`config.mk`:
```
export PLATFORM = sky130hd
export DESIGN_NAME = fetch_align_buffer
export DESIGN_NICKNAME = d
export VERILOG_FILES = /design/src/rtl/fetch_align_buffer_pkg.sv /design/src/rtl/fetch_buf_slot.sv /design/src/rtl/fetch_align_buffer.sv
export SDC_FILE = /design/constraint.sdc
export NUM_CORES = 2
export LEC_CHECK = 0
export BUFFER_PORTS_ARGS = -buffer_cell sky130_fd_sc_hd__buf_2
export CAP_MARGIN = 25
export CORE_MARGIN = 5
export CORE_UTILIZATION = 35
export CTS_CLUSTER_SIZE = 24
export DETAILED_ROUTE_END_ITERATION = 6
export HOLD_SLACK_MARGIN = 0.08
export PLACE_DENSITY = 0.53
export SKIP_CTS_REPAIR_TIMING = 1
export SYNTH_ARGS = -nofsm -noshare
export SYNTH_HDL_FRONTEND = slang
export SYNTH_SLANG_ARGS = --single-unit
```
`constraint.sdc`:
```
create_clock -name clk -period 14.33 [get_ports clk]
set_clock_uncertainty 0.2 [all_clocks]
set_input_delay 2.1495 -clock clk [delete_from_list [all_inputs] [get_ports clk]]
set_output_delay 2.1495 -clock clk [all_outputs]
set_load 0.02 [all_outputs]
```
`src/rtl/fetch_align_buffer_pkg.sv`:
```
`default_nettype none
// ============================================================================
// Module      : fetch_align_buffer_pkg
// Description : Shared constants and helpers for the fetch align buffer.
// Revision    : 1.0 - initial release
// ============================================================================
package fetch_align_buffer_pkg;

   localparam int          HW_WIDTH  = 16;
   localparam logic [31:0] NOP_INSTR = 32'h0000_0013;

   // Decode_Take encodings; 2'd3 is treated as TAKE_TWO
   localparam logic [1:0]  TAKE_NONE = 2'd0;
   localparam logic [1:0]  TAKE_ONE  = 2'd1;
   localparam logic [1:0]  TAKE_TWO  = 2'd2;

   function automatic logic is_rvc(input logic [HW_WIDTH-1:0] hw);
      return hw[1:0] != 2'b11;
   endfunction

endpackage
`default_nettype wire

```
`src/rtl/fetch_buf_slot.sv`:
```
`default_nettype none
// ============================================================================
// Module      : fetch_buf_slot
// Description : Extracts one whole instruction starting at a halfword index.
// Revision    : 1.0 - initial release
// ============================================================================
module fetch_buf_slot
   import fetch_align_buffer_pkg::*;
#(
   parameter int HW_DEPTH = 16,
   parameter int PTR_W    = $clog2(HW_DEPTH)
) (
   input  logic [HW_WIDTH-1:0] hwArray [HW_DEPTH],
   input  logic [PTR_W-1:0]    startIdx,
   input  logic [PTR_W:0]      avail,
   output logic [1:0]          len,
   output logic                valid,
   output logic [31:0]         instr,
   output logic                flag
);

   logic [HW_WIDTH-1:0] w_lo;
   logic [HW_WIDTH-1:0] w_hi;
   logic [PTR_W-1:0]    w_nextIdx;
   logic                w_rvc;

   // Index arithmetic wraps naturally, so an upper halfword at index 0 pairs with HW_DEPTH-1
   assign w_nextIdx = startIdx + PTR_W'(1);
   assign w_lo      = hwArray[startIdx];
   assign w_hi      = hwArray[w_nextIdx];
   assign w_rvc     = is_rvc(w_lo);

   assign len   = w_rvc ? 2'd1 : 2'd2;
   assign valid = (avail >= (PTR_W+1)'(len));
   assign flag  = valid & w_rvc;
   assign instr = !valid ? NOP_INSTR :
                  w_rvc  ? {16'h0000, w_lo} : {w_hi, w_lo};

endmodule
`default_nettype wire

```
`src/rtl/fetch_align_buffer.sv`:
```
`default_nettype none
// ============================================================================
// Module      : fetch_align_buffer
// Description : Halfword queue realigning 64-bit fetch packets into up to two
//               whole 16/32-bit instructions per cycle for the decoder.
//               Optional macro FETCHBUF_BYPASS_EN: 0-cycle bypass when empty.
// Revision    : 1.0 - initial release
// ============================================================================
module fetch_align_buffer
   import fetch_align_buffer_pkg::*;
#(
   parameter int HW_DEPTH   = 16,
   parameter int ADDR_WIDTH = 32
) (
   input  logic                  clk,
   input  logic                  rst,
   input  logic                  Flush,
   input  logic                  Fetch_Valid,
   output logic                  Fetch_Ready,
   input  logic [ADDR_WIDTH-1:0] Fetch_PC,
   input  logic [63:0]           Fetch_Packet,
   output logic                  Buf_Valid_0,
   output logic                  Buf_Valid_1,
   output logic [31:0]           Buf_Instr_0,
   output logic [31:0]           Buf_Instr_1,
   output logic [ADDR_WIDTH-1:0] Buf_PC_0,
   output logic [ADDR_WIDTH-1:0] Buf_PC_1,
   output logic                  Buf_16BitFlag_0,
   output logic                  Buf_16BitFlag_1,
   input  logic [1:0]            Decode_Take
);

   localparam int PTR_W = $clog2(HW_DEPTH);
   localparam int CNT_W = PTR_W + 1;

   logic [HW_WIDTH-1:0]   r_mem   [HW_DEPTH];
   logic [HW_WIDTH-1:0]   w_view  [HW_DEPTH];
   logic [HW_WIDTH-1:0]   w_pktHw [4];
   logic [PTR_W-1:0]      r_head;
   logic [PTR_W-1:0]      r_tail;
   logic [CNT_W-1:0]      r_count;
   logic [ADDR_WIDTH-1:0] r_headPc;

   logic [1:0]            w_off;
   logic                  w_write;
   logic                  w_bypass;
   logic [CNT_W-1:0]      w_written;
   logic [CNT_W-1:0]      w_removed;
   logic [CNT_W-1:0]      w_avail0;
   logic [CNT_W-1:0]      w_avail1;
   logic [1:0]            w_len0;
   logic [1:0]            w_len1;
   logic                  w_valid0;
   logic                  w_valid1;
   logic [PTR_W-1:0]      w_start1;
   logic [ADDR_WIDTH-1:0] w_basePc;
   logic [ADDR_WIDTH-1:0] w_headPcBase;

   generate
      for (genvar k = 0; k < 4; k++) begin : g_pktHw
         assign w_pktHw[k] = Fetch_Packet[k*HW_WIDTH +: HW_WIDTH];
      end
   endgenerate

   assign w_off       = Fetch_PC[2:1];
   assign Fetch_Ready = ~rst & ~Flush & (r_count <= CNT_W'(HW_DEPTH-4));
   assign w_write     = Fetch_Valid & Fetch_Ready;
   assign w_written   = w_write ? CNT_W'(3'd4 - {1'b0, w_off}) : '0;

`ifdef FETCHBUF_BYPASS_EN
   assign w_bypass = w_write & (r_count == '0);
`else
   assign w_bypass = 1'b0;
`endif

   // When bypassing, head==tail, so overlaying the incoming halfwords at tail
   // lets the slot logic see them exactly as if they were already stored.
   always_comb begin
      w_view = r_mem;
      if (w_bypass) begin
         for (int k = 0; k < 4; k++) begin
            if (CNT_W'(k) < w_written) begin
               w_view[r_tail + PTR_W'(k)] = w_pktHw[w_off + 2'(k)];
            end
         end
      end
   end

   assign w_avail0 = w_bypass ? w_written : r_count;
   assign w_basePc = w_bypass ? Fetch_PC : r_headPc;

   fetch_buf_slot #(.HW_DEPTH(HW_DEPTH), .PTR_W(PTR_W)) u_slot0 (
      .hwArray  (w_view),
      .startIdx (r_head),
      .avail    (w_avail0),
      .len      (w_len0),
      .valid    (w_valid0),
      .instr    (Buf_Instr_0),
      .flag     (Buf_16BitFlag_0)
   );

   assign w_start1 = r_head + PTR_W'(w_len0);
   assign w_avail1 = w_valid0 ? (w_avail0 - CNT_W'(w_len0)) : '0;

   fetch_buf_slot #(.HW_DEPTH(HW_DEPTH), .PTR_W(PTR_W)) u_slot1 (
      .hwArray  (w_view),
      .startIdx (w_start1),
      .avail    (w_avail1),
      .len      (w_len1),
      .valid    (w_valid1),
      .instr    (Buf_Instr_1),
      .flag     (Buf_16BitFlag_1)
   );

   assign Buf_Valid_0 = w_valid0;
   assign Buf_Valid_1 = w_valid1;
   assign Buf_PC_0    = w_valid0 ? w_basePc : '0;
   assign Buf_PC_1    = w_valid1 ? (w_basePc + ADDR_WIDTH'({w_len0, 1'b0})) : '0;

   // Over-requested takes saturate to whatever slots are actually valid
   always_comb begin
      w_removed = '0;
      if ((Decode_Take != TAKE_NONE) && w_valid0) begin
         w_removed = CNT_W'(w_len0);
      end
      if ((Decode_Take >= TAKE_TWO) && w_valid1) begin
         w_removed = w_removed + CNT_W'(w_len1);
      end
   end

   assign w_headPcBase = ((r_count == '0) && w_write) ? Fetch_PC : r_headPc;

   always_ff @(posedge clk) begin
      if (rst || Flush) begin
         r_count  <= '0;
         r_head   <= '0;
         r_tail   <= '0;
         r_headPc <= '0;
      end else begin
         r_count  <= r_count + w_written - w_removed;
         r_head   <= r_head + w_removed[PTR_W-1:0];
         r_tail   <= r_tail + w_written[PTR_W-1:0];
         r_headPc <= w_headPcBase + ADDR_WIDTH'({w_removed, 1'b0});
      end
   end

   always_ff @(posedge clk) begin
      if (w_write) begin
         for (int k = 0; k < 4; k++) begin
            if (CNT_W'(k) < w_written) begin
               r_mem[r_tail + PTR_W'(k)] <= w_pktHw[w_off + 2'(k)];
            end
         end
      end
   end

   always_ff @(posedge clk) begin
      if (!rst && !Flush) begin
         assert (Decode_Take <= ({1'b0, w_valid0} + {1'b0, w_valid1}))
            else $error("Decode_Take=%0d exceeds valid slot count", Decode_Take);
      end
   end

endmodule
`default_nettype wire

```
==> results.cfg <==
[run_status]
status = complete, but fails checks
violations = design-rule violations

[power]
switching_share = 0.493
internal_power_w = 0.00416
p_per_area_mw_per_mm2 = 228
p_clk_frac = 0.139
switchingPower_w = 0.00405
combPwrFrac = 0.724
seqPwrFrac = 0.138
irDropWorstVdd_mv = 0.303
p_leak_nw = 12.0

[drt]
drt-total-wl_um = 152000
wl_met2_um = 67500
route.detailed.drc = 6
highest_layer = met5
drt_first_pass_iters = 7
wl_met1_um = 57100
viasPerCell = 7.01
route.met3.wl_um = 18000
post_drt_wl_per_cell_um = 34.5
drtAntennaViolNets = 0
via_count = 30900
drtIter0Drc = 4440

[clock_tree]
cts-htree-levels = 2
cts_tree = yes
tritoncts.num_buffers = 41
clk_pin_slew_worst_paths_ns = 0.06
clock_latency_ns = 0.59
cts_max_path_buffers = 3
clkSinkCount = 301
clock-root-buffer = clkbuf_16

[layout]
final_common_cell = a211oi_1
stdcell_count = 4408
area_delta_synth_final_pct = 13.1
nets = 3340
final_util = 0.399
drive_gt1_frac = 0.250
final_cell_mix = a211oi_1 (381), mux2i_1 (380), nor2_1 (355), mux4_2 (283), edfxtp_1 (256)

[critical_path]
arrival_ns = 8.22
reg2reg_slack_ns = 4.57
crit_family = buffers and inverters
cp-start-kind = flip-flop
reg2regPathDepth = 32
path_cells = mux4_2 > a22oi_1 > and3_1 > nor2_1 > buf_4 > inv_1 > ha_4 > inv_1 > fa_4 > mux4_2 > mux2i_1 > mux2_1 > nor2_2 > buf_4 > inv_1 > ha_1 > nand2b_1 > a21oi_1 > nand4_1 > nand2_2 > buf_4 > a2111oi_0 > buf_4 > buf_2
r2r_start = r_head[0]
reg2reg_to = r_headPc[5]
crit_path_max_fanout = 45
crit_top_cell = buf_4
cp-startpoint = r_head[0]
slowest_delay_ns = 1.23
path_class = reg2out
end_kind = output port
cp_data_required_time_ns = 11.98
critPathSlowestCell = fa_4
cp_num_buf_inv = 8

[synthesis]
synthArstFlopShare = 0
ys_seq_area_frac = 0.270
netlist_instances = 3141
avgSynthCellArea_sq_um = 10.1
synth_adder_area_share = 0.0176
synth_compound_area_frac = 0.211
postSynthNetCount = 3283
syn_area_sq_mm = 0.0318
synthTopCellsByArea = edfxtp_1 (24%), mux4_2 (20%), mux2i_1 (12%), a211oi_1 (9.0%), nor2_1 (4.4%)
synth_edf_count = 256
ys_types = 79
synthFlopType = edfxtp_1
yosys_warnings = 0
yosysTopAreaCell = edfxtp_1
synthMuxAreaShare = 0.326
synth_top_family_by_area = multiplexers
ys_ff_latch = 301
synth-simple-area-share = 0.111
synthXorXnorAreaFrac = 0.0129
synth_top_area_frac = 0.242

[grt]
grt_pass1_wl_um = 214000
overflow = 0
antenna_found_initial = 8
first_global_vias = 28600
grt_max_degree = 69
track_usage = 0.298

[timing]
rsz0062_at_grt = false
post-route-min-period_ns = 10.57
fmaxAchievable_mhz = 94.6
setup_viol = 0
slew_headroom = 0.209
fin_crit_sh = 0.738
slew_viol_final = 0
whs_ns = 0.300
tightest_slew_ns = 1.18
setup_tns_ns = 0
hold_viol_final = 0

[die]
die_area_sq_mm = 0.0970
start_util = 0.353
core_area_sq_mm = 0.0901
rows = 110
io_pins = 235
die_x_um = 311
die_h_um = 311

[place]
hpwl_um = 102000
port_buffers = 234
dpl.cell_count = 4326
place_congestion = 0.946

[hold_path]
holdCritStartpoint = r_headPc[0]
min_path_cells = 2
hp-class = reg2reg
hold_end = r_headPc[0]

[flow_run]
maxCapViolCount = 0
## power by group through the flow
stage          sequential (W)  clock, W  combinational, W
2_1_floorplan         0.00107         0           0.00403
3_5_place_dp          0.00114         0           0.00583
4_1_cts               0.00112   0.00115           0.00585
3_3_place_gp          0.00114         0           0.00581
6_report              0.00113   0.00114           0.00595
5_1_grt               0.00113   0.00117           0.00622
## area by class of cell
type                       count  area, sq um
tap                         1176         1470
fill                        8776        54200
sequential                   301         8590
timing repair buffer         371         2400
clock inverter                19          256
clock buffer                  55         1170
inverter                      54          205
multi-input combinational   2429        21800
antenna                        3         7.51
## per-layer routing
layer  global-route usage  vias to the layer above
met1                0.392                    15300
met3               0.0666                      501
li1                     -                    12700
met2                0.462                     2377
met5                    0                        -
met4                0.152                        4
## worst max-delay path by stage
stage | end | slack, ns | cells after the start
after floorplan | r_mem[230] | 2.57 | 8
after global placement | r_headPc[11] | 4.58 | 31
after detailed placement | r_headPc[5] | 4.42 | 31
after CTS | Buf_Instr_1[27] | 3.85 | 24
after global routing | Buf_Instr_1[27] | 3.46 | 24
final | Buf_Instr_1[27] | 3.76 | 24
## cells in the mapped netlist, types with 14 or more instances
library cell  count
o221ai_1         90
and3_1           29
xor2_1           27
o21ai_0          29
clkbuf_1        272
mux2i_1         380
nand4_1          14
buf_1            39
nor3_1           29
dfxtp_1          45
xnor2_1          18
nor2_1          371
nand3_1          43
and2_1           40
a21oi_1         181
buf_2            35
a211o_1          69
a211oi_1        381
a221o_1          64
ha_1             32
mux2_2           14
mux4_2          283
nor2b_1          42
nand2_1         111
edfxtp_1        256
inv_1            50
## logic make-up (layout without fill, tap and decap cells)
kind of cell,Yosys count,in the layout
xor+xnor,46,46
fa+ha+maj,40,40
buf+inv,411,499
simple gates,754,754
flops,301,301
other cells,0,3
compound gates,910,910
mux,679,679
## through the flow
stage	worst slack [ns]	instance area, sq um	total power (W)
2_1_floorplan	2.57	31800	0.00510
3_3_place_gp	4.58	34200	0.00695
3_5_place_dp	4.42	34400	0.00698
6_report	3.76	36000	0.00821
5_1_grt	3.46	35900	0.00853
4_1_cts	3.85	35900	0.00812
## registers in the layout, indices dropped and copies added, names as in the netlist
register / count
r_mem: 256
r_headPc: 32
r_count: 5
r_tail: 4
r_head: 4
## worst reg2reg max path, delay by kind of cell (launching register included)
family / cells / cell delay [ns]
compound gates: 6 / 1.44
fa+ha+maj: 5 / 2.19
buf+inv: 8 / 1.83
flops: 1 / 0.82
mux: 5 / 1.90
simple gates: 8 / 1.31
No activity file was read; power rests on OpenSTA's default activity.
